$ cat src/rtl/pine16_bus_pkg.sv
// pine16_bus_pkg: shared definitions for the pine16 multiplexed AD bus.
//   - Bus cycle state encoding (IDLE, T1..T4)
//   - Bus widths (AD_W, ADDR_W)
//   - Inactive/active levels for ALE and the active-low strobes
package pine16_bus_pkg;

    localparam int AD_W   = 8;
    localparam int ADDR_W = 16;

    typedef enum logic [2:0] {
        IDLE = 3'd0,
        T1   = 3'd1,
        T2   = 3'd2,
        T3   = 3'd3,
        T4   = 3'd4
    } bus_state_t;

    localparam logic STROBE_OFF = 1'b1;
    localparam logic STROBE_ON  = 1'b0;
    localparam logic ALE_OFF    = 1'b0;
    localparam logic ALE_ON     = 1'b1;

endpackage

$ cat src/rtl/ad_bus_wait_timer.sv
// ad_bus_wait_timer: wait-state counter used to abort a stalled T3.
// Only instantiated when BUS_TIMEOUT_EN is defined.
//
// Ports:
//   clk      in   system clock
//   rst      in   asynchronous active-high reset
//   i_clr    in   hold counter at zero
//   i_en     in   count one wait cycle
//   o_expire out  high in the wait cycle that completes TIMEOUT waits
module ad_bus_wait_timer #(
    parameter int TIMEOUT = 255,
    parameter int CNT_W   = 8
) (
    input  logic clk,
    input  logic rst,
    input  logic i_clr,
    input  logic i_en,
    output logic o_expire
);

    // Expire is flagged while the last wait cycle is in progress so the FSM
    // leaves T3 on the edge that ends the TIMEOUT-th wait cycle.
    localparam logic [CNT_W-1:0] LAST_CNT = CNT_W'(TIMEOUT - 1);

    logic [CNT_W-1:0] r_cnt;

    always_ff @(posedge clk or posedge rst) begin
        if (rst) begin
            r_cnt <= '0;
        end else if (i_clr) begin
            r_cnt <= '0;
        end else if (i_en) begin
            r_cnt <= r_cnt + 1'b1;
        end
    end

    assign o_expire = i_en && (r_cnt == LAST_CNT);

endmodule

$ cat src/rtl/ad_bus_initiator.sv
// ad_bus_initiator: single-transfer bus initiator for the pine16 multiplexed
// address/data bus (A[15:8] plus AD[7:0], address byte latched by ALE).
//
// Optional feature macro: BUS_TIMEOUT_EN
//   defined   -> T3 aborts after TIMEOUT wait cycles with resp_err = 1
//   undefined -> T3 waits for ready indefinitely, resp_err tied to 0
//
// Ports:
//   clk, rst              system clock, async active-high reset
//   req_valid/req_ready   core request handshake
//   req_we/addr/wdata     request payload (latched on acceptance)
//   resp_valid            one-cycle completion pulse
//   resp_rdata/resp_err   read data / timeout flag, valid with resp_valid
//   a_hi                  non-multiplexed address bits 15:8
//   ad_out/ad_oe/ad_in    AD bus drive value, output enable, sampled value
//   ale, rd_n, wr_n       bus strobes
//   ready                 target ready (synchronous)
//
// state | meaning
// ------+---------------------------------------------------------------
// IDLE  | bus quiet, waiting for a request
// T1    | address phase: ALE high, address byte driven on AD
// T2    | ALE low latches address; AD still holds it for latch hold time
// T3    | data phase: strobe active, wait here while ready is low
// T4    | strobes released, write data held, resp_valid pulse
module ad_bus_initiator
    import pine16_bus_pkg::*;
#(
    parameter int TIMEOUT = 255,
    parameter int CNT_W   = 8
) (
    input  logic              clk,
    input  logic              rst,
    input  logic              req_valid,
    output logic              req_ready,
    input  logic              req_we,
    input  logic [ADDR_W-1:0] req_addr,
    input  logic [AD_W-1:0]   req_wdata,
    output logic              resp_valid,
    output logic [AD_W-1:0]   resp_rdata,
    output logic              resp_err,
    output logic [7:0]        a_hi,
    output logic [AD_W-1:0]   ad_out,
    output logic              ad_oe,
    input  logic [AD_W-1:0]   ad_in,
    output logic              ale,
    output logic              rd_n,
    output logic              wr_n,
    input  logic              ready
);

    if (TIMEOUT < 1 || TIMEOUT > 255 || (1 << CNT_W) <= TIMEOUT) begin : g_param_check
        $error("ad_bus_initiator: TIMEOUT must be 1..255 and fit in CNT_W bits");
    end

    bus_state_t r_state;
    bus_state_t w_state_nxt;

    logic              r_we;
    logic [ADDR_W-1:0] r_addr;
    logic [AD_W-1:0]   r_wdata;

    logic              r_ale, r_rd_n, r_wr_n, r_ad_oe, r_resp_valid;
    logic [AD_W-1:0]   r_ad_out, r_resp_rdata;
    logic [7:0]        r_a_hi;

    logic              w_accept;
    logic              w_we_nxt;
    logic [ADDR_W-1:0] w_addr_nxt;
    logic [AD_W-1:0]   w_wdata_nxt;
    logic              w_timeout;
    logic              w_ale_nxt, w_rd_n_nxt, w_wr_n_nxt, w_ad_oe_nxt;
    logic [AD_W-1:0]   w_ad_out_nxt, w_rdata_nxt;
    logic [7:0]        w_a_hi_nxt;
    logic              w_t3_exit;

    assign req_ready = (r_state == IDLE) || (r_state == T4);
    assign w_accept  = req_valid && req_ready;

    // Outputs are registered from the next state, so the payload seen on the
    // accepting edge must come straight from the request port.
    assign w_we_nxt    = w_accept ? req_we    : r_we;
    assign w_addr_nxt  = w_accept ? req_addr  : r_addr;
    assign w_wdata_nxt = w_accept ? req_wdata : r_wdata;

    assign w_t3_exit = (r_state == T3) && (w_state_nxt == T4);

`ifdef BUS_TIMEOUT_EN
    logic r_resp_err;
    logic w_err_nxt;

    ad_bus_wait_timer #(
        .TIMEOUT (TIMEOUT),
        .CNT_W   (CNT_W)
    ) u_wait_timer (
        .clk      (clk),
        .rst      (rst),
        .i_clr    (r_state != T3),
        .i_en     ((r_state == T3) && !ready),
        .o_expire (w_timeout)
    );

    // ready has priority: a timeout only counts when ready is still low.
    always_comb begin
        w_err_nxt = r_resp_err;
        if (w_t3_exit) begin
            w_err_nxt = !ready;
        end
    end

    always_ff @(posedge clk or posedge rst) begin
        if (rst) begin
            r_resp_err <= 1'b0;
        end else begin
            r_resp_err <= w_err_nxt;
        end
    end

    assign resp_err = r_resp_err;
`else
    assign w_timeout = 1'b0;
    assign resp_err  = 1'b0;
`endif

    always_ff @(posedge clk or posedge rst) begin
        if (rst) begin
            r_state <= IDLE;
        end else begin
            r_state <= w_state_nxt;
        end
    end

    always_comb begin
        w_state_nxt = r_state;
        case (r_state)
            IDLE: if (w_accept) w_state_nxt = T1;
            T1:   w_state_nxt = T2;
            T2:   w_state_nxt = T3;
            T3:   if (ready || w_timeout) w_state_nxt = T4;
            T4:   w_state_nxt = w_accept ? T1 : IDLE;
            default: w_state_nxt = IDLE;
        endcase
    end

    always_comb begin
        w_ale_nxt    = ALE_OFF;
        w_rd_n_nxt   = STROBE_OFF;
        w_wr_n_nxt   = STROBE_OFF;
        w_ad_oe_nxt  = 1'b0;
        w_ad_out_nxt = '0;
        w_a_hi_nxt   = r_a_hi;
        case (w_state_nxt)
            T1: begin
                w_ale_nxt    = ALE_ON;
                w_ad_oe_nxt  = 1'b1;
                w_ad_out_nxt = w_addr_nxt[7:0];
                w_a_hi_nxt   = w_addr_nxt[15:8];
            end
            T2: begin
                w_ad_oe_nxt  = 1'b1;
                w_ad_out_nxt = w_addr_nxt[7:0];
            end
            T3: begin
                if (w_we_nxt) begin
                    w_ad_oe_nxt  = 1'b1;
                    w_ad_out_nxt = w_wdata_nxt;
                    w_wr_n_nxt   = STROBE_ON;
                end else begin
                    w_rd_n_nxt   = STROBE_ON;
                end
            end
            T4: begin
                if (w_we_nxt) begin
                    w_ad_oe_nxt  = 1'b1;
                    w_ad_out_nxt = w_wdata_nxt;
                end
            end
            default: ;
        endcase
    end

    // Read data is captured only when ready completes the read; writes and
    // timeouts report zero.
    always_comb begin
        w_rdata_nxt = r_resp_rdata;
        if (w_t3_exit) begin
            w_rdata_nxt = (ready && !r_we) ? ad_in : '0;
        end
    end

    always_ff @(posedge clk or posedge rst) begin
        if (rst) begin
            r_we         <= 1'b0;
            r_addr       <= '0;
            r_wdata      <= '0;
            r_ale        <= ALE_OFF;
            r_rd_n       <= STROBE_OFF;
            r_wr_n       <= STROBE_OFF;
            r_ad_oe      <= 1'b0;
            r_ad_out     <= '0;
            r_a_hi       <= '0;
            r_resp_valid <= 1'b0;
            r_resp_rdata <= '0;
        end else begin
            r_we         <= w_we_nxt;
            r_addr       <= w_addr_nxt;
            r_wdata      <= w_wdata_nxt;
            r_ale        <= w_ale_nxt;
            r_rd_n       <= w_rd_n_nxt;
            r_wr_n       <= w_wr_n_nxt;
            r_ad_oe      <= w_ad_oe_nxt;
            r_ad_out     <= w_ad_out_nxt;
            r_a_hi       <= w_a_hi_nxt;
            r_resp_valid <= (w_state_nxt == T4);
            r_resp_rdata <= w_rdata_nxt;
        end
    end

    assign ale        = r_ale;
    assign rd_n       = r_rd_n;
    assign wr_n       = r_wr_n;
    assign ad_oe      = r_ad_oe;
    assign ad_out     = r_ad_out;
    assign a_hi       = r_a_hi;
    assign resp_valid = r_resp_valid;
    assign resp_rdata = r_resp_rdata;

endmodule

$ cat config.mk
export PLATFORM = sky130hd
export DESIGN_NAME = ad_bus_initiator
export DESIGN_NICKNAME = d
export VERILOG_FILES = /design/src/rtl/pine16_bus_pkg.sv /design/src/rtl/ad_bus_wait_timer.sv /design/src/rtl/ad_bus_initiator.sv
export SDC_FILE = /design/constraint.sdc
export NUM_CORES = 1
export LEC_CHECK = 0
export ABC_CLOCK_PERIOD_IN_PS = 2200
export CORE_UTILIZATION = 47
export CTS_CLUSTER_DIAMETER = 150
export CTS_CLUSTER_SIZE = 25
export DETAILED_ROUTE_END_ITERATION = 6
export PLACE_DENSITY = 0.84
export SLEW_MARGIN = 5
export SYNTH_ARGS = -nofsm -noshare
export SYNTH_HDL_FRONTEND = slang
export SYNTH_SLANG_ARGS = --single-unit
$ cat constraint.sdc
create_clock -name clk -period 2.2 [get_ports clk]
set_input_delay 0.44 -clock clk [delete_from_list [all_inputs] [get_ports clk]]
set_output_delay 0.44 -clock clk [all_outputs]
set_load 0.03 [all_outputs]
==> metrics.cfg <==
[critical_path]
end_kind=output pin
path_cells=clkdlybuf4s50_1
startpoint=wr_n
cp_num_buf_inv=1
ff2ff_setup_slack_ps=480
crit_fanout=1
crit_cells=1
cp_slowest_stage_delay_ps=660
r2r-end=a_hi[7]
crit_required_ps=1760
worstRegToRegCells=4
start_kind=flop
r2r_start=r_state[1]
crit_type=flop to output pin
endpoint=wr_n
crit_arrival_ps=1470
crit_slowest_cell=clkdlybuf4s50_1
critical_path.top_delay_family=buffers and inverters

[pwr]
leakage_nw=1.25
p_total_w=0.00401
powerDensity_mw_per_mm2=1480
peakVddDrop_v=0.000613

[synth]
synth.most_common_cell=dfrtp_1
synth-seq-cells=49
synth_enable_flop_cells=0
synthFlopType=dfrtp_1
yosys_warnings=0
synth_common_cells=dfrtp_1 (47), nand2_1 (20), mux2_2 (17), and2_1 (9)
avgSynthCellArea_um2=13.2
netlist.area_leader.share=0.623
synth_top_cell_by_area=dfrtp_1
seq_area_frac_synth=0.651
synthTopCellsByArea=dfrtp_1 (62%), mux2_2 (10%), a221o_1 (4.2%)
synthCells=143
ys_types=26
syn-num-nets=180
synthArstFlopShare=1.00
synth_area_mm2=0.00189

[cts]
cts_tree=done
htreeDepth=2
cts_buffers=5
cts-root-buf=clkbuf_8
cts_num_sinks=49
cts_hold_buf=0
cts_resized=0
clock_path_buffers=2
clk_latency_ps=300
clk_pin_slew_ps=80
post_cts_buffers=0

[timing]
maxSlewHeadroom=0.572
fin_crit_ps=1910
skew_ps=4.37
slew_viol_final=0
finalHoldViolCount=0
finalSetupViolCount=0
max_freq_mhz=523
finalCritPeriodShare=0.869
rsz0062_at_grt=no
setup_tns_ps=0
postLayoutSetupSlackWorst_ps=289
tightest_slew_ps=640

[drt]
wl_um=3910
m1WireLength_um=1600
viasPerCell=5.05
route.detailed.drc=0
drt_iter0_drc=55
met3_wirelength_um=259
ant_nets=0
highest_layer=met4
drt-pass1-iter-count=4
post_drt_wl_per_cell_um=15.0
num_vias=1314
wl_met2_um=2020

[global_routing]
grt_usage=0.200
grt_overflow_total=0
grt_pass1_wl_um=6240
first_global_vias=1353
antenna_found_initial=0
grt_max_degree=28

[cells_and_area]
areaGrowthSynthToFinish_pct=43.5
fin_area_mm2=0.00271
postLayoutCoreUtil=0.723
diodes=0
fill_cells=257
drive_gt1_frac=0.160
final_nets=248

[floorplan]
die_h_um=65.4
num_io_pins=68
dieArea_mm2=0.00427
die_w_um=65.4
rows=22
initial_core_util=0.504
core_area_mm2=0.00374

[place]
dp_hpwl_um=2840
place_congestion=0.823
pre_cts_slack_ps=192
portBuffers=66
dpl_cell_area_mm2=0.00259

[job]
max-cap-violations=0

[outcome]
status=complete, no violations

[worst_hold_path]
min_path_type=flop to flop

## logic make-up (layout without fill, tap and decap cells)
group,Yosys count,in the layout,share of synthesized area
compound gates,25,25,0.0995
buf+inv,12,81,0.0345
flops,49,49,0.651
mux,18,18,0.107
other cells,1,1,0.00199
simple gates,38,38,0.106
## metrics by stage
step	cells	hold slack [ps]
floorplan	143	450
global placement	252	463
CTS	260	485
global route	260	495
finish	260	484
detailed placement	252	467
## flip-flops by register name (all words and copies together), names as in the netlist
| register | flops |
|---|---|
| a_hi | 8 |
| ad_out | 8 |
| r_addr | 8 |
| r_wdata | 8 |
| resp_rdata | 8 |
| r_state | 3 |
| ad_oe | 1 |
| ale | 1 |
| r_we | 1 |
| rd_n | 1 |
| resp_valid | 1 |
| wr_n | 1 |
## final cells by class
type	count	area (um^2)	area share
sequential	49	1230	0.454
timing repair buffer	68	691	0.255
multi-input combinational	82	593	0.219
clock buffer	7	86.3	0.0319
tap	48	60.1	0.0222
clock inverter	1	30.0	0.0111
inverter	5	18.8	0.00693
## routing by layer
| metal | vias up | GRT usage |
|---|---|---|
| met5 | - | 0 |
| li1 | 623 | - |
| met2 | 59 | 0.360 |
| met3 | 2 | 0.0538 |
| met1 | 630 | 0.230 |
| met4 | 0 | 0.0652 |
## how the worst min path moves through the flow
stage                  startpoint       endpoint  slack, ps  depth (start not counted)
floorplan               r_addr[0]      r_addr[0]        450                          1
CTS                     r_addr[3]      r_addr[3]        490                          1
global placement    resp_rdata[4]  resp_rdata[4]        460                          2
finish                  r_addr[5]      r_addr[5]        480                          1
global route            r_addr[1]      r_addr[1]        490                          1
detailed placement      r_addr[1]      r_addr[1]        470                          1
## power breakdown
group	switching, W	internal (W)
Sequential	0.000233	0.00133
Combinational	0.000955	0.000841
Clock	0.000280	0.000370
## cell usage in the layout, fill, tap and decap left out, drive strengths merged
cell type      instances
a21o                   8
a221o                  8
and2                   9
and3                   1
buf                    2
bufinv                 1
clkbuf                 7
clkdlybuf4s50         65
conb                   1
dfrtp                 47
dfstp                  2
dlymetal6s2s           1
inv                    5
mux2                  17
mux2i                  1
nand2                 21
nand4b                 1
nor2                   1
nor2b                  2
nor3                   1
nor3b                  1
o21ai                  8
o21bai                 1
or2                    1
(Power assumes the default switching activity.)
